**config.mk**
```make
export PLATFORM = sky130hd
export DESIGN_NAME = uart_receive
export DESIGN_NICKNAME = d
export VERILOG_FILES = /design/src/rtl/uart_pkg.sv /design/src/rtl/uart_transmitter.sv /design/src/rtl/uart_receive.sv
export SDC_FILE = /design/constraint.sdc
export NUM_CORES = 1
export LEC_CHECK = 0
export ABC_AREA = 1
export BUFFER_PORTS_ARGS = -buffer_cell sky130_fd_sc_hd__buf_2
export CAP_MARGIN = 40
export CORE_MARGIN = 10
export CORE_UTILIZATION = 60
export DETAILED_ROUTE_END_ITERATION = 10
export GPL_TIMING_DRIVEN = 0
export PLACE_DENSITY_LB_ADDON = 0.15
export SYNTH_ARGS = -nofsm -noshare
export SYNTH_HDL_FRONTEND = slang
export SYNTH_SLANG_ARGS = --single-unit
```
**constraint.sdc**
```tcl
create_clock -name clk -period 1.9 [get_ports clk]
set_input_delay 0.38 -clock clk [delete_from_list [all_inputs] [get_ports clk]]
set_output_delay 0.38 -clock clk [all_outputs]
set_load 0.01 [all_outputs]
```
**src/rtl/uart_pkg.sv**
```systemverilog
// Shared constants and types for the UART receiver and its echo transmitter.
// Frame: start, 8 data bits LSB first, even parity, stop.
package uart_pkg;

    localparam int CLKS_PER_BIT_DEF = 20;
    localparam int DATA_BITS        = 8;
    localparam int FRAME_BITS       = 11;

    typedef enum logic [2:0] {
        IDLE,
        START,
        DATA,
        PARITY,
        STOP
    } rx_state_e;

endpackage

```
**src/rtl/uart_transmitter.sv**
```systemverilog
// Serial transmitter: start bit, data[0..8] LSB first, stop bit.
// data[8] carries a caller-supplied parity bit.
module uart_transmitter
    import uart_pkg::*;
#(
    parameter int CLKS_PER_BIT = CLKS_PER_BIT_DEF
) (
    input  logic       clk,
    input  logic       reset,
    input  logic [8:0] data,
    input  logic       send,
    input  logic       rx_i,
    output logic       busy,
    output logic       tx_o
);

    localparam int CW = $clog2(CLKS_PER_BIT);
    localparam int IW = $clog2(FRAME_BITS);

    logic                  busy_q, busy_d;
    logic [FRAME_BITS-1:0] frame_q, frame_d;
    logic [CW-1:0]         cnt_q, cnt_d;
    logic [IW-1:0]         idx_q, idx_d;
    logic                  unused_rx;

    assign unused_rx = rx_i;

    always_ff @(posedge clk or posedge reset) begin
        if (reset) begin
            busy_q  <= 1'b0;
            frame_q <= '1;
            cnt_q   <= '0;
            idx_q   <= '0;
        end else begin
            busy_q  <= busy_d;
            frame_q <= frame_d;
            cnt_q   <= cnt_d;
            idx_q   <= idx_d;
        end
    end

    always_comb begin
        busy_d  = busy_q;
        frame_d = frame_q;
        cnt_d   = cnt_q;
        idx_d   = idx_q;
        if (!busy_q) begin
            if (send) begin
                busy_d  = 1'b1;
                frame_d = {1'b1, data, 1'b0};
                cnt_d   = '0;
                idx_d   = '0;
            end
        end else if (cnt_q == CW'(CLKS_PER_BIT - 1)) begin
            cnt_d = '0;
            if (idx_q == IW'(FRAME_BITS - 1)) begin
                busy_d = 1'b0;
            end else begin
                idx_d = idx_q + IW'(1);
            end
        end else begin
            cnt_d = cnt_q + CW'(1);
        end
    end

    assign busy = busy_q;
    assign tx_o = busy_q ? frame_q[idx_q] : 1'b1;

endmodule

```
**src/rtl/uart_receive.sv**
```systemverilog
// UART receiver with even-parity check, sticky ready flag and
// echo of each accepted byte through uart_transmitter.
module uart_receive
    import uart_pkg::*;
#(
    parameter int CLKS_PER_BIT = CLKS_PER_BIT_DEF,
    parameter int HALF_BIT     = CLKS_PER_BIT / 2
) (
    input  logic       clk,
    input  logic       reset,
    input  logic       rx_i,
    input  logic       reset_ready,
    output logic [7:0] data,
    output logic       ready,
    output logic       tx_o
);

    localparam int CW = $clog2(CLKS_PER_BIT);

    rx_state_e      state_q, state_d;
    logic           sync1_q, sync2_q, prev_q;
    logic [CW-1:0]  cnt_q, cnt_d;
    logic [2:0]     bit_q, bit_d;
    logic [7:0]     shift_q, shift_d;
    logic           par_q, par_d;
    logic [7:0]     data_q, data_d;
    logic           ready_q, ready_d;
    logic           tick_half, tick_bit;
    logic           accept, send, tx_busy;

    assign tick_half = (cnt_q == CW'(HALF_BIT - 1));
    assign tick_bit  = (cnt_q == CW'(CLKS_PER_BIT - 1));

    always_ff @(posedge clk or posedge reset) begin
        if (reset) begin
            state_q <= IDLE;
            sync1_q <= 1'b1;
            sync2_q <= 1'b1;
            prev_q  <= 1'b1;
            cnt_q   <= '0;
            bit_q   <= '0;
            shift_q <= '0;
            par_q   <= 1'b0;
            data_q  <= '0;
            ready_q <= 1'b0;
        end else begin
            state_q <= state_d;
            sync1_q <= rx_i;
            sync2_q <= sync1_q;
            prev_q  <= sync2_q;
            cnt_q   <= cnt_d;
            bit_q   <= bit_d;
            shift_q <= shift_d;
            par_q   <= par_d;
            data_q  <= data_d;
            ready_q <= ready_d;
        end
    end

    // Next state plus bit-timing datapath.
    always_comb begin
        state_d = state_q;
        cnt_d   = cnt_q + CW'(1);
        bit_d   = bit_q;
        shift_d = shift_q;
        par_d   = par_q;
        unique case (state_q)
            IDLE: begin
                cnt_d = '0;
                bit_d = '0;
                if (prev_q && !sync2_q) state_d = START;
            end
            START: begin
                if (tick_half) begin
                    cnt_d   = '0;
                    state_d = sync2_q ? IDLE : DATA;
                end
            end
            DATA: begin
                if (tick_bit) begin
                    cnt_d   = '0;
                    shift_d = {sync2_q, shift_q[7:1]};
                    bit_d   = bit_q + 3'd1;
                    if (bit_q == 3'd7) state_d = PARITY;
                end
            end
            PARITY: begin
                if (tick_bit) begin
                    cnt_d   = '0;
                    par_d   = sync2_q;
                    state_d = STOP;
                end
            end
            STOP: begin
                if (tick_bit) begin
                    cnt_d   = '0;
                    state_d = IDLE;
                end
            end
            default: state_d = IDLE;
        endcase
    end

    // Acceptance takes priority over a simultaneous ready clear.
    always_comb begin
        accept  = (state_q == STOP) && tick_bit && sync2_q &&
                  !(^{shift_q, par_q});
        send    = accept && !tx_busy;
        data_d  = accept ? shift_q : data_q;
        ready_d = accept || (ready_q && !reset_ready);
    end

    uart_transmitter #(
        .CLKS_PER_BIT(CLKS_PER_BIT)
    ) u_tx (
        .clk  (clk),
        .reset(reset),
        .data ({par_q, shift_q}),
        .send (send),
        .rx_i (rx_i),
        .busy (tx_busy),
        .tx_o (tx_o)
    );

    assign data  = data_q;
    assign ready = ready_q;

endmodule

```
After elaboration in Yosys (flattened, before gate mapping)
Index checks and enable logic that the tools add are counted.
- $add $sub $neg: 4
- $lt $le $gt $ge: 1
- equal/unequal tests: 17
- multiplexer cells: 27
- bitwise gates (word level): 1
- reductions and logical operators: 22
- operators with widths (cell ; number):
    2-to-1 mux 5 bit ; 5
    2-to-1 mux 3 bit ; 7
    2-to-1 mux 4 bit ; 4
    != test 2 bit, second input constant ; 8
    one-hot mux 3 bit (5 select lines) ; 1
    one-hot mux 5 bit (3 select lines) ; 1
    adder 5 x 1 -> 5 bit, second input constant ; 2
    == test 5 bit, second input constant ; 2
    parity 9 bit ; 1
    AND reduction 2 bit ; 4
    == test 3 x 2 -> 1 bit, second input constant ; 2
    == test 3 bit, second input constant ; 2
    logical AND 1 bit ; 6
    2-to-1 mux 1 bit ; 6
    one-hot mux 3 bit (2 select lines) ; 1
    AND reduction 6 bit ; 1
    == test 5 x 4 -> 1 bit, second input constant ; 1
    less-than comparator 4 x 5 -> 1 bit, second input constant ; 1
    adder 4 x 1 -> 4 bit, second input constant ; 1
    binary-select mux 1 bit (select 4 bit) ; 1
    == test 4 bit, second input constant ; 1
    logical NOT 1 bit ; 4
    nonzero test 2 bit ; 2
    adder 3 x 1 -> 3 bit, second input constant ; 1
    7 further kinds ; 7
- bits in registers: 52
- input bits: 4
- output and inout port bits: 10
- logic and storage cells: 86

Logic depth before layout (Yosys ltp)
- word-level depth: 7
- depth in mapped cells: 13
- depth with buffers taken out: 13

By module
Synthesis repeated with hierarchy kept, for this count alone.
- cell total of the unflattened synthesis: 321
- area total of the unflattened synthesis: 2660.1 um^2
- modules (own cells, without submodules) (module ; times used ; cells an instance ; area each (um^2) ; sequential area each (um^2)):
    uart_receive ; 1 ; 192 ; 1569.0 ; 804.5
    uart_transmitter ; 1 ; 129 ; 1091.0 ; 513.0

Worst setup path after synthesis
OpenSTA, ideal clock, no wires.
- kind: register to register
- from: reg cnt_q[0]
- to: reg u_tx.idx_q[0]
- library setup time: 0.117 ns
- arrival: 1.462 ns
- data required time: 1.783 ns
- setup slack: 0.321 ns
- stages on the path, launching flop included: 9
- buffers on the path: 0
- clock period less this slack: 1.579 ns
- cell sequence: dfrtp_1 -> ha_1 -> nand4_1 -> nor3_2 -> nand2_2 -> nand2_2 -> nand2_2 -> nand2_1 -> nand2_1
- longest elaborated chain between the ends: 7
- ends and longest elaborated chain (what ; line ; RTL):
    start, declared ; uart_receive.sv:22 ; logic [CW-1:0] cnt_q, cnt_d;
    start signal, assigned ; uart_receive.sv:51 ; cnt_q <= cnt_d;
    == test 5 bit ; uart_receive.sv:32 ; assign tick_bit = (cnt_q == CW'(CLKS_PER_BIT - 1));
    logical AND 1 bit (3 in series) ; uart_receive.sv:106 ; accept = (state_q == STOP) && tick_bit && sync2_q &&
    logical AND 1 bit ; uart_receive.sv:108 ; send = accept && !tx_busy;
    nonzero test 2 bit (no line) ; -- ;
    AND reduction 3 bit (no line) ; -- ;
    end signal, assigned ; uart_transmitter.sv:38 ; idx_q <= idx_d;
    end, declared ; uart_transmitter.sv:23 ; logic [IW-1:0] idx_q, idx_d;
No other way between the ends.
A chain may end at the register's enable or synchronous reset.

Worst setup path in the final report
- from: reg u_tx.idx_q[0]
- to: out tx_o
- longest elaborated chain between the ends: 3
- ends and longest elaborated chain (what ; line ; RTL):
    binary-select mux 1 bit (select 4 bit) ; uart_transmitter.sv:67 ; assign tx_o = busy_q ? frame_q[idx_q] : 1'b1;
    2-to-1 mux 1 bit (implied by the code) ; uart_transmitter.sv:67 ;
    2-to-1 mux 1 bit ; uart_transmitter.sv:67 ;
    end, declared ; uart_receive.sv:15 ; output logic tx_o
No other way between the ends. The select of a mux whose other input is x is not followed.

==> results_tabular.tex <==
\begin{tabular}{lr}
\hline
Metric & Value \\
\hline
\multicolumn{2}{l}{\textbf{Cells and area}} \\
Most frequent cells in the layout & sky130\_fd\_sc\_hd\_\_nand2\_1, sky130\_fd\_sc\_hd\_\_dfrtp\_1, sky130\_fd\_sc\_hd\_\_o21ai\_0, sky130\_fd\_sc\_hd\_\_inv\_1, sky130\_fd\_sc\_hd\_\_nor2\_1 \\
Final \#Nets & 308 \\
Number of antenna cells inserted & 0 \\
Most common cell after layout, fill and taps aside & sky130\_fd\_sc\_hd\_\_nand2\_1 \\
Share of layout cells above drive strength 1 & 20.8\% \\
Final non-filler cell area & around 2800 µm² \\
Fin cells & $\sim$350 \\
Area overhead of the layout relative to synthesis & 11.0\% \\
\multicolumn{2}{l}{\textbf{Setup path}} \\
Largest driver fanout on the critical path & 8 \\
Critical Path Source & u\_tx.idx\_q[0]\$\_DFFE\_PP0P\_ \\
Worst endpoint data arrival time & 1510 ps \\
Crit path launch type & flip-flop \\
Data required, critical path & 1520 ps \\
Reg-to-reg endpoint & u\_tx.idx\_q[3]\$\_DFFE\_PP0P\_ \\
Launch point of the worst reg-to-reg path & shift\_q[5]\$\_DFFE\_PP0P\_ \\
Capturing instance or port of the critical path & tx\_o \\
Flop-to-flop setup slack & 250 ps \\
Worst Reg2Reg Path Length in Cells & 12 \\
Startpoint-to-endpoint class of the critical path & reg -> out \\
Setup crit end kind & primary output \\
\multicolumn{2}{l}{\textbf{Place}} \\
Placed cell count & 337 \\
DP HPWL & 3320 µm \\
Setup Slack @ Placement & roughly 70 ps \\
Area after DPL & 2630 µm² \\
Number of buffers inserted by port buffering & 13 \\
Routability-driven placement congestion ratio & approximately 0.83 \\
\multicolumn{2}{l}{\textbf{STA}} \\
Unrepaired setup endpoints after global routing & true \\
Number of setup violations in the final report & 0 \\
Slew headroom & between 70\% and 80\% \\
Final Slew Violations & 0 \\
Min Clock Period, post-route & 1890 ps \\
Final-report hold violation count & 0 \\
Worst slack on hold paths & $\sim$14 ps \\
Final setup TNS & 0 ps \\
Max Clk Rate & 0.528 GHz \\
Post-Route Skew & roughly 16 ps \\
Setup ws final & 7.75 ps \\
Worst slew pin tran & 333 ps \\
Part of the cycle the worst path needs & 99.6\% \\
\multicolumn{2}{l}{\textbf{Clock network}} \\
H-tree depth & 2 \\
Worst skew pair latency & 310 ps \\
Clock tree root driver cell & sky130\_fd\_sc\_hd\_\_clkbuf\_8 \\
CTS Hold Bufs & 0 \\
Number of sinks on the clock net & 52 \\
CTS buffer count & 5 \\
CTS tree & yes \\
Clk pin slew, worst setup/hold paths & 100 ps \\
Maximum root-to-sink buffer count & 2 \\
\multicolumn{2}{l}{\textbf{Floorplan}} \\
Die area & 7100 µm² \\
Vertical die dimension & 84.3 µm \\
Number of placement rows & 23 \\
Initial core utilization & approximately three fifths \\
Die width & 84.3 µm \\
Placeable core region & 4000 µm² \\
Top-Level Pins & 14 \\
\multicolumn{2}{l}{\textbf{Global route}} \\
Number of antenna violations at the first check in global routing & 0 \\
Largest net degree at the start of global routing & 39 \\
Remaining global-route overflow & 0 \\
Total routing usage reported by global routing & between 10\% and 20\% \\
Via count of the first global-routing pass & approximately 1,800 \\
First-pass GRT wire length & 8020 µm \\
\multicolumn{2}{l}{\textbf{Synthesis}} \\
Number of flops mapped to enable cells by yosys & 0 \\
Syn Nets & 284 \\
Unique cell type count in the Yosys netlist & 36 \\
Share of the yosys chip area belonging to registers & 53.2\% \\
Cells after synthesis & between 200 and 300 \\
Syn\_area\_per\_cell & 9.07 µm² \\
Share of flip-flops with an asynchronous set or reset after synthesis & 100\% \\
Syn Std Cell Area & 2480 µm² \\
Number of warning messages in the yosys log & 0 \\
Flops \& latches, synth & 52 \\
Dominant register cell in the synthesized netlist & sky130\_fd\_sc\_hd\_\_dfrtp\_1 \\
\multicolumn{2}{l}{\textbf{Min path}} \\
Worst Hold Class & in -> async \\
\multicolumn{2}{l}{\textbf{Power}} \\
Proportion of power drawn by flip-flops and latches & a little under 60\% \\
Power dissipated by switching net loads & 570 µW \\
Share of total power in the clock network & 28.5\% \\
Design internal power & 1.53 mW \\
Share of power burned in combinational logic & 13.0\% \\
Static Leak & 1.29 nW \\
Peak VDD IR & 0.000790 V \\
Switching Fraction & 27.2\% \\
Power density normalized to cell area & about 760 nW/µm² \\
\multicolumn{2}{l}{\textbf{Detailed routing}} \\
Remaining antenna violation count & 0 \\
Detailed-route via count & around 1,900 \\
Routed Wire Length & 4610 µm \\
Router iterations before antenna repair & 5 \\
Initial detailed-routing violation count & 126 \\
Average vias per placed instance & 5.34 \\
Number of remaining DRC errors & 0 \\
Drt wl/cell & roughly 13 µm \\
\multicolumn{2}{l}{\textbf{Outcome}} \\
Outcome & finished clean \\
\multicolumn{2}{l}{\textbf{Run}} \\
Max-Cap Viols & 0 \\
\hline
\end{tabular}
## worst max-delay path, stage by stage, from the launching register on
cell,delay (ps)
sky130_fd_sc_hd__dfrtp_2,470
sky130_fd_sc_hd__inv_2,60
sky130_fd_sc_hd__nor2_1,110
sky130_fd_sc_hd__nor2_1,50
sky130_fd_sc_hd__nor2_1,100
sky130_fd_sc_hd__o21ai_1,90
sky130_fd_sc_hd__nand3_1,90
sky130_fd_sc_hd__nand3_1,80
sky130_fd_sc_hd__buf_2,160
## synth_stat cells, types with 2 or more instances
cell,n,share of area [%]
sky130_fd_sc_hd__o21ai_0,28,5.7
sky130_fd_sc_hd__dfstp_2,13,14
sky130_fd_sc_hd__xor2_1,6,2.1
sky130_fd_sc_hd__inv_1,25,3.8
sky130_fd_sc_hd__inv_2,3,0.45
sky130_fd_sc_hd__a22o_1,2,0.71
sky130_fd_sc_hd__dfrtp_1,39,39
sky130_fd_sc_hd__o22ai_1,2,0.50
sky130_fd_sc_hd__ha_1,7,3.5
sky130_fd_sc_hd__buf_6,3,1.4
sky130_fd_sc_hd__a21oi_1,2,0.40
sky130_fd_sc_hd__nand2_1,67,10
sky130_fd_sc_hd__nand3_1,15,3.0
sky130_fd_sc_hd__o21ai_1,6,1.2
sky130_fd_sc_hd__nand4_1,3,0.76
sky130_fd_sc_hd__xnor2_1,5,1.8
sky130_fd_sc_hd__o21ai_2,4,1.4
sky130_fd_sc_hd__mux2i_1,2,0.81
sky130_fd_sc_hd__nor2_1,21,3.2
sky130_fd_sc_hd__nand2_2,4,1.0
## metal layers
metal | up-vias | routed length, µm | track usage (%)
li1 | 939 | - | -
met1 | 886 | 2090 | 16.6
met2 | 29 | 2290 | 22.1
met3 | 6 | 183 | 2.71
met4 | 0 | 44 | 5.48
met5 | - | 0 | 0
## how the worst min path moves through the flow
stage | endpoint | slack (ps) | cells after the start
3_3_place_gp | sync2_q$_DFF_PP1_ | 350 | 0
5_1_grt | u_tx.cnt_q[0]$_DFFE_PP0P_ | 30 | 2
3_5_place_dp | sync2_q$_DFF_PP1_ | 350 | 0
4_1_cts | u_tx.cnt_q[3]$_DFFE_PP0P_ | 20 | 2
6_report | u_tx.cnt_q[3]$_DFFE_PP0P_ | 10 | 2
2_1_floorplan | sync2_q$_DFF_PP1_ | 350 | 0
## per-stage QoR
step                      utilization (%)  power [mW]
after detailed placement             65.6        1.51
after global routing                 68.8        2.22
final                                68.8        2.10
after floorplan                         -        1.45
after CTS                            67.8        2.11
after global placement               65.1        1.51
## cells by family after synthesis
family | Yosys count | synth area share (%)
AO/OA/AOI/OAI | 51 | 12.1
XOR/XNOR | 11 | 3.89
adder cells (fa/ha/maj) | 7 | 3.54
buffers and inverters | 34 | 6.11
flip-flops | 52 | 53.2
multiplexers | 2 | 0.808
AND/OR/NAND/NOR | 116 | 20.4
## cell type report
type | count | area, µm²
flip-flops and latches | 52 | 1320
repair buffers | 18 | 115
inverters | 29 | 109
clock buffers | 7 | 76.3
clock inverters | 1 | 5.00
fillers | 316 | 1250
well taps | 50 | 62.6
multi-input cells | 187 | 1020
plain buffers | 4 | 38.8
## flip-flops by register name (all words and copies together) (netlist names), 3 cells and up
register      cells
state_q           3
u_tx.idx_q        4
data              8
bit_q             3
cnt_q             5
u_tx.cnt_q        5
u_tx.frame_q     10
shift_q           8
## repair_timing
action | in CTS | in global routing
gates resized for setup | 2 | 7
pin swaps | 0 | 4
setup endpoints to repair | 1 | 30
buffers inserted | 1 | 3
## power by group through the flow
stage | sequential [mW] | combinational, mW | clock [mW]
2_1_floorplan | 1.23 | 0.220 | 0
3_3_place_gp | 1.24 | 0.262 | 0
3_5_place_dp | 1.24 | 0.270 | 0
4_1_cts | 1.22 | 0.270 | 0.614
5_1_grt | 1.24 | 0.326 | 0.653
6_report | 1.23 | 0.272 | 0.597
Power figures use the tool's default switching activity.
